===== config.mk =====
export PLATFORM = sky130hd
export DESIGN_NAME = arm_multicycle_ctrl
export DESIGN_NICKNAME = d
export VERILOG_FILES = /design/src/rtl/arm_mc_pkg.sv /design/src/rtl/arm_multicycle_ctrl_cond.sv /design/src/rtl/arm_multicycle_ctrl.sv
export SDC_FILE = /design/constraint.sdc
export NUM_CORES = 1
export LEC_CHECK = 0
export CORE_MARGIN = 2
export CORE_UTILIZATION = 29
export CTS_BUF_LIST = sky130_fd_sc_hd__clkbuf_16
export DETAILED_ROUTE_END_ITERATION = 12
export DONT_BUFFER_PORTS = 1
export PLACE_DENSITY = 0.48
export SKIP_LAST_GASP = 1
export SLEW_MARGIN = 15
export SYNTH_ARGS = -nofsm -noshare
export SYNTH_HDL_FRONTEND = slang
export SYNTH_HIERARCHICAL = 1
export SYNTH_SLANG_ARGS = --single-unit

===== constraint.sdc =====
create_clock -name clk -period 2.6 [get_ports clk]
set_input_delay 0.26 -clock clk [delete_from_list [all_inputs] [get_ports clk]]
set_output_delay 0.26 -clock clk [all_outputs]
set_load 0.005 [all_outputs]

===== src/rtl/arm_mc_pkg.sv =====
// Shared types and encodings for the multi-cycle ARM controller.
// Holds the FSM state enum, datapath select codes and the data-processing cmd decoder.
package arm_mc_pkg;

  typedef enum logic [3:0] {
    S_IDLE,
    S_FETCH,
    S_DECODE,
    S_MEMADR,
    S_MEMRD,
    S_MEMWB,
    S_MEMWR,
    S_EXECR,
    S_EXECI,
    S_ALUWB,
    S_BRANCH
  } state_t;

  localparam logic [2:0] ALU_ADD = 3'b000;
  localparam logic [2:0] ALU_SUB = 3'b001;
  localparam logic [2:0] ALU_AND = 3'b010;
  localparam logic [2:0] ALU_ORR = 3'b011;

  localparam logic [1:0] OP_DP  = 2'b00;
  localparam logic [1:0] OP_MEM = 2'b01;
  localparam logic [1:0] OP_BR  = 2'b10;

  localparam logic [3:0] CMD_AND = 4'b0000;
  localparam logic [3:0] CMD_SUB = 4'b0010;
  localparam logic [3:0] CMD_ADD = 4'b0100;
  localparam logic [3:0] CMD_CMP = 4'b1010;
  localparam logic [3:0] CMD_ORR = 4'b1100;

  localparam logic [3:0] COND_EQ = 4'b0000;
  localparam logic [3:0] COND_NE = 4'b0001;
  localparam logic [3:0] COND_CS = 4'b0010;
  localparam logic [3:0] COND_CC = 4'b0011;
  localparam logic [3:0] COND_MI = 4'b0100;
  localparam logic [3:0] COND_PL = 4'b0101;
  localparam logic [3:0] COND_VS = 4'b0110;
  localparam logic [3:0] COND_VC = 4'b0111;
  localparam logic [3:0] COND_HI = 4'b1000;
  localparam logic [3:0] COND_LS = 4'b1001;
  localparam logic [3:0] COND_GE = 4'b1010;
  localparam logic [3:0] COND_LT = 4'b1011;
  localparam logic [3:0] COND_GT = 4'b1100;
  localparam logic [3:0] COND_LE = 4'b1101;
  localparam logic [3:0] COND_AL = 4'b1110;

  localparam logic [1:0] RES_ALUOUT = 2'b00;
  localparam logic [1:0] RES_DATA   = 2'b01;
  localparam logic [1:0] RES_ALURES = 2'b10;

  localparam logic [1:0] SRCB_RD2  = 2'b00;
  localparam logic [1:0] SRCB_IMM  = 2'b01;
  localparam logic [1:0] SRCB_FOUR = 2'b10;

  localparam logic [1:0] IMM_8  = 2'b00;
  localparam logic [1:0] IMM_12 = 2'b01;
  localparam logic [1:0] IMM_24 = 2'b10;

  typedef struct packed {
    logic [2:0] alu;
    logic       wr;
    logic       supported;
    logic       nz_only;
  } dp_ctl_t;

  // Unsupported commands degrade to an ADD with no register or flag side effects.
  function automatic dp_ctl_t decode_cmd(input logic [3:0] cmd);
    dp_ctl_t c;
    c = '{alu: ALU_ADD, wr: 1'b0, supported: 1'b0, nz_only: 1'b0};
    case (cmd)
      CMD_ADD: c = '{alu: ALU_ADD, wr: 1'b1, supported: 1'b1, nz_only: 1'b0};
      CMD_SUB: c = '{alu: ALU_SUB, wr: 1'b1, supported: 1'b1, nz_only: 1'b0};
      CMD_AND: c = '{alu: ALU_AND, wr: 1'b1, supported: 1'b1, nz_only: 1'b1};
      CMD_ORR: c = '{alu: ALU_ORR, wr: 1'b1, supported: 1'b1, nz_only: 1'b1};
      CMD_CMP: c = '{alu: ALU_SUB, wr: 1'b0, supported: 1'b1, nz_only: 1'b0};
      default: ;
    endcase
    return c;
  endfunction

endpackage


===== src/rtl/arm_multicycle_ctrl_cond.sv =====
// Condition unit: NZCV flags register, partial (NZ-only) update and cond-field evaluation.
// cond_ex_o is combinational from the registered flags; flags update on the clock edge.
module arm_cond_unit
  import arm_mc_pkg::*;
#(
  parameter int unsigned COND_EN = 1
) (
  input  logic       clk,
  input  logic       reset,
  input  logic [3:0] cond_i,
  input  logic [3:0] alu_flags_i,
  input  logic       flag_we_i,
  input  logic       nz_only_i,
  output logic       cond_ex_o
);

  logic [3:0] flags_q, flags_d;
  logic       n, z, c, v;
  logic       cond_raw;

  assign {n, z, c, v} = flags_q;

  always_ff @(posedge clk or posedge reset) begin
    if (reset) flags_q <= 4'b0000;
    else       flags_q <= flags_d;
  end

  always_comb begin
    flags_d = flags_q;
    if (flag_we_i) begin
      if (nz_only_i) flags_d = {alu_flags_i[3:2], flags_q[1:0]};
      else           flags_d = alu_flags_i;
    end
  end

  always_comb begin
    cond_raw = 1'b0;
    case (cond_i)
      COND_EQ: cond_raw = z;
      COND_NE: cond_raw = ~z;
      COND_CS: cond_raw = c;
      COND_CC: cond_raw = ~c;
      COND_MI: cond_raw = n;
      COND_PL: cond_raw = ~n;
      COND_VS: cond_raw = v;
      COND_VC: cond_raw = ~v;
      COND_HI: cond_raw = c & ~z;
      COND_LS: cond_raw = ~c | z;
      COND_GE: cond_raw = (n == v);
      COND_LT: cond_raw = (n != v);
      COND_GT: cond_raw = ~z & (n == v);
      COND_LE: cond_raw = z | (n != v);
      COND_AL: cond_raw = 1'b1;
      default: cond_raw = 1'b0;
    endcase
  end

  assign cond_ex_o = (COND_EN != 0) ? cond_raw : 1'b1;

endmodule


===== src/rtl/arm_multicycle_ctrl.sv =====
// Multi-cycle ARM controller: start-gated FSM sequencing fetch/decode/execute/writeback
// over one memory port, with MEM_WAIT extra cycles per memory access.
module arm_multicycle_ctrl
  import arm_mc_pkg::*;
#(
  parameter int unsigned MEM_WAIT = 0,
  parameter int unsigned COND_EN  = 1
) (
  input  logic        clk,
  input  logic        reset,
  input  logic        start,
  input  logic [19:0] Instr,
  input  logic [3:0]  ALUFlags,
  output logic        PCWrite,
  output logic        AdrSrc,
  output logic        MemWrite,
  output logic        ByteMem,
  output logic        IRWrite,
  output logic        RegWrite,
  output logic [1:0]  ResultSrc,
  output logic        ALUSrcA,
  output logic [1:0]  ALUSrcB,
  output logic [1:0]  ImmSrc,
  output logic [1:0]  RegSrc,
  output logic [2:0]  ALUControl,
  output logic        busy
);

  localparam logic [3:0] WAIT_LAST = 4'(MEM_WAIT);

  state_t     state_q, state_d;
  logic [3:0] wait_q, wait_d;

  logic [3:0] cond;
  logic [1:0] op;
  logic [5:0] funct;
  logic [3:0] rd;
  dp_ctl_t    dp;
  logic       cond_ex;
  logic       mem_last;
  logic       flag_we;
  logic       unused_rn;

  assign cond      = Instr[19:16];
  assign op        = Instr[15:14];
  assign funct     = Instr[13:8];
  assign rd        = Instr[3:0];
  assign unused_rn = ^Instr[7:4];
  assign dp        = decode_cmd(funct[4:1]);
  assign mem_last  = (wait_q == WAIT_LAST);

  assign flag_we = (state_q == S_ALUWB) && dp.supported &&
                   (funct[0] || (funct[4:1] == CMD_CMP));

  arm_cond_unit #(.COND_EN(COND_EN)) u_cond (
    .clk         (clk),
    .reset       (reset),
    .cond_i      (cond),
    .alu_flags_i (ALUFlags),
    .flag_we_i   (flag_we),
    .nz_only_i   (dp.nz_only),
    .cond_ex_o   (cond_ex)
  );

  always_ff @(posedge clk or posedge reset) begin
    if (reset) begin
      state_q <= S_IDLE;
      wait_q  <= 4'd0;
    end else begin
      state_q <= state_d;
      wait_q  <= wait_d;
    end
  end

  always_comb begin
    wait_d = 4'd0;
    if ((state_q == S_FETCH || state_q == S_MEMRD || state_q == S_MEMWR) && !mem_last)
      wait_d = wait_q + 4'd1;
  end

  always_comb begin
    state_d = state_q;
    case (state_q)
      S_IDLE:   if (start) state_d = S_FETCH;
      S_FETCH:  if (mem_last) state_d = S_DECODE;
      S_DECODE: begin
        state_d = S_FETCH;
        if (cond_ex) begin
          case (op)
            OP_MEM:  state_d = S_MEMADR;
            OP_BR:   state_d = S_BRANCH;
            OP_DP:   state_d = funct[5] ? S_EXECI : S_EXECR;
            default: state_d = S_FETCH;
          endcase
        end
      end
      S_MEMADR: state_d = funct[0] ? S_MEMRD : S_MEMWR;
      S_MEMRD:  if (mem_last) state_d = S_MEMWB;
      S_MEMWB:  state_d = S_FETCH;
      S_MEMWR:  if (mem_last) state_d = S_FETCH;
      S_EXECR:  state_d = S_ALUWB;
      S_EXECI:  state_d = S_ALUWB;
      S_ALUWB:  state_d = S_FETCH;
      S_BRANCH: state_d = S_FETCH;
      default:  state_d = S_IDLE;
    endcase
  end

  always_comb begin
    PCWrite    = 1'b0;
    AdrSrc     = 1'b0;
    MemWrite   = 1'b0;
    ByteMem    = 1'b0;
    IRWrite    = 1'b0;
    RegWrite   = 1'b0;
    ResultSrc  = RES_ALUOUT;
    ALUSrcA    = 1'b0;
    ALUSrcB    = SRCB_RD2;
    ImmSrc     = IMM_8;
    RegSrc     = 2'b00;
    ALUControl = ALU_ADD;
    busy       = (state_q != S_IDLE);
    case (state_q)
      S_FETCH: begin
        ALUSrcA   = 1'b1;
        ALUSrcB   = SRCB_FOUR;
        ResultSrc = RES_ALURES;
        IRWrite   = mem_last;
        PCWrite   = mem_last;
      end
      S_DECODE: begin
        ALUSrcA = 1'b1;
        ALUSrcB = SRCB_FOUR;
        case (op)
          OP_MEM: begin
            ImmSrc = IMM_12;
            RegSrc = {~funct[0], 1'b0};
          end
          OP_BR: begin
            ImmSrc = IMM_24;
            RegSrc = 2'b01;
          end
          default: ;
        endcase
      end
      S_MEMADR: begin
        ALUSrcB = SRCB_IMM;
        ImmSrc  = IMM_12;
        RegSrc  = {~funct[0], 1'b0};
      end
      S_MEMRD: begin
        AdrSrc  = 1'b1;
        ByteMem = funct[2];
      end
      S_MEMWB: begin
        ResultSrc = RES_DATA;
        RegWrite  = 1'b1;
      end
      S_MEMWR: begin
        AdrSrc   = 1'b1;
        ByteMem  = funct[2];
        RegSrc   = 2'b10;
        MemWrite = mem_last;
      end
      S_EXECR: ALUControl = dp.alu;
      S_EXECI: begin
        ALUSrcB    = SRCB_IMM;
        ALUControl = dp.alu;
      end
      // ALU operands stay as in EXEC so ALUFlags still reflect this instruction.
      S_ALUWB: begin
        ALUSrcB    = funct[5] ? SRCB_IMM : SRCB_RD2;
        ALUControl = dp.alu;
        RegWrite   = dp.wr;
        PCWrite    = dp.wr && (rd == 4'hF);
      end
      S_BRANCH: begin
        ALUSrcB   = SRCB_IMM;
        ImmSrc    = IMM_24;
        RegSrc    = 2'b01;
        ResultSrc = RES_ALURES;
        PCWrite   = 1'b1;
      end
      default: ;
    endcase
  end

endmodule


Yosys cells after proc, flatten, opt, wreduce, memory -nomap -nowiden --
Index checks and enable logic that the tools add are counted.
Word-level totals: register bits after elaboration 12, latch bits 0, RAM bits 0, memory bits (read-only) 0, bits of input ports 27, output and inout port bits 19, word-level logic and storage cells 102, memories kept 0
Cells by class: add/sub/neg operators 1, multiply operators 0, divide/modulo/power cells 0, order comparisons 0, equal/unequal tests 37, shifts and indexed selects 0, muxes and demuxes 27, bitwise gates (word level) 10, reductions and logical operators 23
Operators by type and width (number):
- $eq A4 B4 Y1 const B | 13
- $eq A4 B3 Y1 const B | 9
- $pmux W4 S8 | 1
- $mux W4 | 7
- $pmux W5 S5 | 1
- $eq A4 B2 Y1 const B | 5
- $logic_not A4 Y1 | 4
- $pmux W1 S15 | 1
- $pmux W2 S2 | 3
- $pmux W2 S3 | 2
- $pmux W4 S3 | 1
- $reduce_or A3 Y1 | 3
- $eq A4 B1 Y1 const B | 2
- $ne A2 B2 Y1 const B | 4
- $pmux W2 S4 | 1
- $reduce_or A2 Y1 | 4
- $mux W1 | 6
- $not A1 Y1 | 6
- $add A4 B1 Y4 const B | 1
- $logic_and A1 B1 Y1 | 4
- $reduce_and A4 Y1 | 1
- $reduce_bool A4 Y1 | 1
- $logic_or A1 B1 Y1 | 3
- $mux W3 | 1
- 12 further kinds | 14

Longest topological paths before layout --
Gate-level depths: netlist of the first run.
depth in word-level cells 5, depth in mapped cells 8, gate-level depth less buffers 7

Modules after synthesis --
The synthesis of the first run kept the hierarchy.
By module, submodules not included:
- arm_multicycle_ctrl | instances 1, cells each 111, area each 858.3 um^2, seq. area each 200.2 um^2
- arm_cond_unit | instances 1, cells each 35, area each 321.6 um^2, seq. area each 100.1 um^2

Least setup slack after synthesis of the first run --
Ideal clock, no wire load.
kind reg2reg, start register u_cond.flags_q[3], end register state_q[3], data arrival time 1.952 ns, slack 0.570 ns, cell stages (with the launch flop) 8, path buffers 0, path through dfrtp_1 > xnor2_1 > a22oi_1 > xor2_1 > o311ai_1 > or4b_4 > a211oi_2 > o21bai_1
Between the ends: word-level cells in the longest chain between the ends 5
RTL lines:
- start, declared | line arm_multicycle_ctrl_cond.sv:17 | logic [3:0] flags_q, flags_d;
- start signal, assigned | line arm_multicycle_ctrl_cond.sv:25 | else flags_q <= flags_d;
- $ne A1 B1 Y1 or $eq A1 B1 Y1 (tied branches)
- $or A1 B1 Y1 or $and A1 B1 Y1 (tied branches) | line arm_multicycle_ctrl_cond.sv:52, arm_multicycle_ctrl_cond.sv:51
- $pmux W1 S15 * | line arm_multicycle_ctrl_cond.sv:38 | case (cond_i)
- net cond_ex | line arm_multicycle_ctrl.sv:39 | logic cond_ex;
- $mux W4 * | line arm_multicycle_ctrl.sv:88 | if (cond_ex) begin
- $pmux W4 S8 * | line arm_multicycle_ctrl.sv:83 | case (state_q)
- end signal, assigned | line arm_multicycle_ctrl.sv:70 | state_q <= state_d;
- end, declared | line arm_multicycle_ctrl.sv:31 | state_t state_q, state_d;
Mark *: on every way through the listed nets, which the timed path passes. The rest lies on a longest branch. A chain may end at the register's enable or synchronous reset.

Final worst setup path of the first run --
Same ends and word-level chain as after synthesis.

==> impl_metrics.toml, run 1 <==
[run_status]
outcome = "finished, final reports clean"

[place]
port_buffers = 0
gp_congestion = 0.715
place_ws_ps = 353
place.detailed.hpwl_um = 2240

[power]
p_int_mw = 0.698
swShare_pct = 39.5
p_leak_nw = 0.525
switchingPower_mw = 0.457
power_frac_comb_pct = 52.7
p_seq_share_pct = 23.2
clkPwrFrac_pct = 24.1
peakVddDrop_uv = 170
power_density_nw_per_um2 = 876
finalPower_mw = 1.15

[clocking]
cts_tree = "done"
clock_sinks = 12
ctsHtreeMaxLevel = 1
clk_pin_slew_ps = 40
clockRootBuffer = "clkbuf_16"
post_cts_buffers = 0
numCtsBuffers = 3
clock_path_buffers = 2
ctsResizeCount = 0
clock_latency_ps = 240

[setup_path]
arrival_ps = 2400
worstSetupPathType = "reg2reg"
endpoint_kind = "flop"
crit_fanout = 4
worst_setup_path_start_kind = "flop"
reg2regPathDepth = 8
crit_required_ps = 2760

[final_layout]
final_cell_mix = "nor2_1 (13), dfrtp_1 (12), inv_1 (10)"
multi_input_area_um2 = 785
fill_cells = 431
regArea_um2 = 300
fin_util_pct = 33.2
final_layout_size_suffix_gt1_share_pct = 11.6
area_growth_pct = 11.8
diodes = 0
final_nets = 177
final_common_cell = "nor2_1"

[synthesis]
yosys_warnings = 6
synthMuxAreaShare_pct = 6.57
synth_top_cells_by_area = "dfrtp_1 (25%), nor2_1 (4.1%), nor2b_1 (3.7%)"
synth_fp_nets = 175
yosysSeqAreaShare_pct = 25.5
synth_area_um2 = 1180
synth_xor_area_share_pct = 3.71
synth_top_area_share_pct = 25.5
synthFlopType = "dfrtp_1"
synth_compound_area_share_pct = 23.2
syn_area_per_cell_um2 = 8.08
yosys.area_share.simple_pct = 30.5
synth_top_family_by_area = "simple AND/OR/NAND/NOR gates"
synth.distinct_cells = 54
synth_seq_cells = 12
synth_enable_flop_cells = 0
synth-adder-area-share_pct = 2.12
synth_area_leader_cell = "dfrtp_1"
synth_cells = 146
async_flop_share_pct = 100

[timing]
slew_violations = 0
setup_viol = 0
fin_setup_tns_ps = 0
hold_slack_ps = 157
hold_viol_final = 0
finalCriticalPeriod_ps = 2240
worst_slack_ps = 361
skew_ps = 4.77
fmax_mhz = 447
rsz0062_at_grt = "no"
fin_crit_sh_pct = 86.1

[floorplanning]
initial_core_util_pct = 29.7
fp.dieW_um = 67.8
die_area_um2 = 4590
io_pins = 46
die_h_um = 67.8
num_rows = 23
core-area_um2 = 3970

[global_route]
first_global_vias = 963
grt_max_degree = 22
grt_pass1_wl_um = 4440
antenna_found_initial = 0
gr-total-overflow = 0
track_usage_pct = 12.6

[hold_path]
hold_path.class = "in2reg"
hold_depth = 1

[detailed_routing]
post-route-drc-count = 0
ant_nets = 0
routed-via-count = 1105
routed_wl_um = 2860
first_iter_violations = 56
routedWlPerCell_um = 14.5
via_per_inst = 5.61
firstDrtPassIters = 6

[flow_run]
cap_viol_max_count = 0
## synth_stat cells, types with 2 or more instances
cell type and count:
a211oi_1 2, a21boi_0 2, a21oi_1 8, a31oi_1 2, and3b_1 2, buf_2 4
buf_4 2, clkbuf_1 3, dfrtp_1 12, ha_1 2, inv_1 10, mux2_1 3
mux2_2 3, nand2_1 9, nand2b_1 6, nand3_1 2, nand4_1 2, nor2_1 13
nor2b_1 7, nor3_1 5, nor3b_1 4, nor4_1 2, o21ai_0 3, o22a_1 2
o22ai_1 3, o2bb2ai_1 2, xnor2_1 3, xor2_1 2
## power groups by stage
stage	clock network (mW)	logic [mW]	registers (mW)
6_report	0.279	0.608	0.268
5_1_grt	0.298	0.675	0.273
4_1_cts	0.289	0.611	0.268
3_5_place_dp	0	0.607	0.270
3_3_place_gp	0	0.599	0.267
2_1_floorplan	0	0.476	0.272
## cell families (layout without fill, tap and decap cells)
kind of cell / count (synthesis) / count (layout)
multiplexers: 7 / 7
buffers and inverters: 20 / 21
flip-flops: 12 / 12
XOR/XNOR: 5 / 5
AO/OA/AOI/OAI: 37 / 37
AND/OR/NAND/NOR: 62 / 62
adder cells (fa/ha/maj): 2 / 2
other: 1 / 1
## flip-flops by register name, summed over array words and instances (netlist names)
signal and flops:
state_q 4, u_cond/flags_q 4, wait_q 4
## critical path, cell delays in order (launching register included)
cell and delay (ps):
dfrtp_1 400, xnor2_1 280, a22oi_1 130, xor2_1 160, o311ai_1 240, buf_4 170, or4b_4 480, a211oi_2 170
o21bai_1 130
## metal layers
| metal | up-vias | global-route usage [%] | wire, µm |
|---|---|---|---|
| met5 | - | 0 | 0 |
| met3 | 4 | 2.00 | 248 |
| met1 | 521 | 16.4 | 1230 |
| li1 | 532 | - | - |
| met2 | 48 | 21.1 | 1350 |
| met4 | 0 | 4.50 | 30 |
## through the flow
stage,area [µm²],cells
floorplan,1180,146
global placement,1230,192
detailed placement,1230,192
CTS,1320,197
global route,1320,197
finish,1320,197
## final timing paths
path                                    from  slack [ps]                end
setup / recovery           u_cond/flags_q[3]         360         state_q[3]
hold / removal                   ALUFlags[1]         160  u_cond/flags_q[1]
setup reg to reg           u_cond/flags_q[3]         360         state_q[3]
hold reg to reg                    wait_q[0]         490          wait_q[0]
max in group asynchronous              reset        1910         state_q[3]
min in group asynchronous              reset         370  u_cond/flags_q[2]
## area by class of cell
type,count,share of cell area [%]
well taps,50,4.74
inverters,10,2.85
clock buffers,3,5.69
repair buffers,7,4.17
flip-flops and latches,12,22.8
multi-input cells,114,59.5
clock inverters,1,0.285
## what timing repair did
item	4_1_cts	5_1_grt
setup endpoints to repair	0	0
hold buffers	1	0
hold endpoints to repair	12	0
(Power assumes the default switching activity.)
==> inputs of run 2 (changes only) <==
- SKIP_CTS_REPAIR_TIMING: unset -> 1
==> results of run 2 <==
Same layout as run 1: the final DEF is identical, and so are final timing and power.
Main changes from that run: wire length of the first global-routing pass 4440 µm -> 4450 µm; via count of the first global-routing pass 963 -> 967; overall routing resource usage 12.6% -> 12.7%; met3 usage 2.00% -> 2.17%
==> inputs of run 3 (changes only) <==
--- a/config.mk
+++ b/config.mk
@@ -12,4 +12,5 @@
 export DONT_BUFFER_PORTS = 1
 export PLACE_DENSITY = 0.48
+export RECOVER_POWER = 100
 export SKIP_CTS_REPAIR_TIMING = 1
 export SKIP_LAST_GASP = 1
==> constraint.sdc (replaced) <==
create_clock -name clk -period 2.6 [get_ports clk]
set_input_delay 0.65 -clock clk [delete_from_list [all_inputs] [get_ports clk]]
set_output_delay 0.65 -clock clk [all_outputs]
set_load 0.005 [all_outputs]
==> run 3 against run 2 <==
Net effect:
- critical path type is now reg2out
- count of clock-buffer cells in the layout unchanged
- die area unchanged
- maximum frequency down 12%
- highest routed layer unchanged
- largest cell class unchanged
- sequential power up 3%
- non-clock buffer count up 2
- cell count up 1.0%
==> impl_metrics.toml, run 3 (synthesis gave the netlist of run 1 again) <==
[run_status]
outcome = "finished, final reports clean"

[place]
placed_area_um2 = 1240
place_ws_ps = 215
place.detailed.hpwl_um = 2250
port_buffers = 0
dp.cells = 193
gp_congestion = 0.764

[global_route]
antenna_found_initial = 0
first_global_vias = 925
grt_pass1_wl_um = 4200
gr-total-overflow = 0
track_usage_pct = 11.7
grt_max_degree = 17

[final_layout]
final_cell_mix = "nor2_1 (13), dfrtp_1 (12), inv_1 (10)"
design_area_um2 = 1320
area_growth_pct = 11.9
fill_cells = 423
top_regs = "state_q: 4 flops, u_cond/flags_q: 4 flops, wait_q: 4 flops"
diodes = 0
final_nets = 179
fin_cells = 199
final_layout_size_suffix_gt1_share_pct = 11.4
final_common_cell = "nor2_1"

[detailed_routing]
via_per_inst = 5.32
top_layer = "met4"
routed-via-count = 1058
post-route-drc-count = 0
routed_wl_um = 2830
ant_nets = 0
routedWlPerCell_um = 14.2
drt-met1-wl_um = 1350
wl_met2_um = 1270
firstDrtPassIters = 4
dr_wl_met3_um = 193
first_iter_violations = 45

[setup_path]
reg2regPathDepth = 8
arrival_ps = 1890
crit_required_ps = 1950
worst_setup_path_start_kind = "flop"
crit_fanout = 4
endpoint_kind = "primary output"
worstSetupPathType = "reg2out"
r2r-end = "state_q[3]"
r2r_setup_slack_ps = 210
r2r-start = "u_cond/flags_q[3]"

[timing]
fin_setup_tns_ps = 0
finalCriticalPeriod_ps = 2540
worst_slack_ps = 58.6
fin_crit_sh_pct = 97.7
setup_viol = 0
rsz0062_at_grt = "no"
relSlewSlack_pct = 61.9
tightest_slew_ps = 571
hold_slack_ps = 188
slew_violations = 0
skew_ps = 3.25
fmax_mhz = 393
hold_viol_final = 0

[clocking]
clockRootBuffer = "clkbuf_16"
numCtsBuffers = 3
clk_pin_slew_ps = 40
ctsHtreeMaxLevel = 1
clock_path_buffers = 2
clock_latency_ps = 230
cts_tree = "done"
clock_sinks = 12

[power]
peakVddDrop_uv = 297
power_density_nw_per_um2 = 860
p_leak_nw = 0.523

[flow_run]
cap_viol_max_count = 0

[floorplanning]
io_pins = 46
die_area_um2 = 4590
fp.dieW_um = 67.8
initial_core_util_pct = 29.7
core-area_um2 = 3970
num_rows = 23
die_h_um = 67.8

[hold_path]
hold_path.class = "in2async"
-- run 3: worst max path at each step --
stage | start | end | slack, ps | cells after the start
final | wait_q[0] | PCWrite | 60 | 6
after global routing | wait_q[0] | PCWrite | 8 | 6
after CTS | wait_q[0] | PCWrite | 20 | 6
after detailed placement | Instr[17] | state_q[3] | 220 | 8
after global placement | Instr[19] | state_q[3] | 240 | 8
after floorplan | Instr[19] | state_q[3] | 240 | 8
-- run 3: layout make-up --
class | count | area, µm² | share of cell area (%)
repair buffers | 9 | 56.3 | 4.27
multi-input cells | 114 | 785 | 59.4
clock inverters | 1 | 3.75 | 0.284
inverters | 10 | 37.5 | 2.84
well taps | 50 | 62.6 | 4.74
flip-flops and latches | 12 | 300 | 22.7
clock buffers | 3 | 75.1 | 5.69
-- run 3: through the flow --
step / power, mW / util (%)
2_1_floorplan: 0.748 / -
3_3_place_gp: 0.875 / 31.2
3_5_place_dp: 0.886 / 31.2
4_1_cts: 1.16 / 33.1
5_1_grt: 1.22 / 33.2
6_report: 1.13 / 33.2
-- run 3: report_power, final --
group          switching [mW]  internal [mW]  leakage, nW
Combinational           0.339          0.252        0.322
Sequential             0.0422          0.233        0.163
Clock                  0.0672          0.201       0.0385
Total                   0.448          0.687        0.523
-- run 3: per-layer routing --
layer	vias to the layer above	global-route usage, %
li1	535	-
met1	494	16.5
met2	27	18.9
met3	2	1.33
met4	0	3.00
met5	-	0
-- run 3: worst max-delay path, stage by stage (launching register included) --
cell	delay [ps]
dfrtp_1	400
inv_1	70
ha_1	150
or3b_4	400
or2_0	250
mux2_2	280
o32ai_2	120
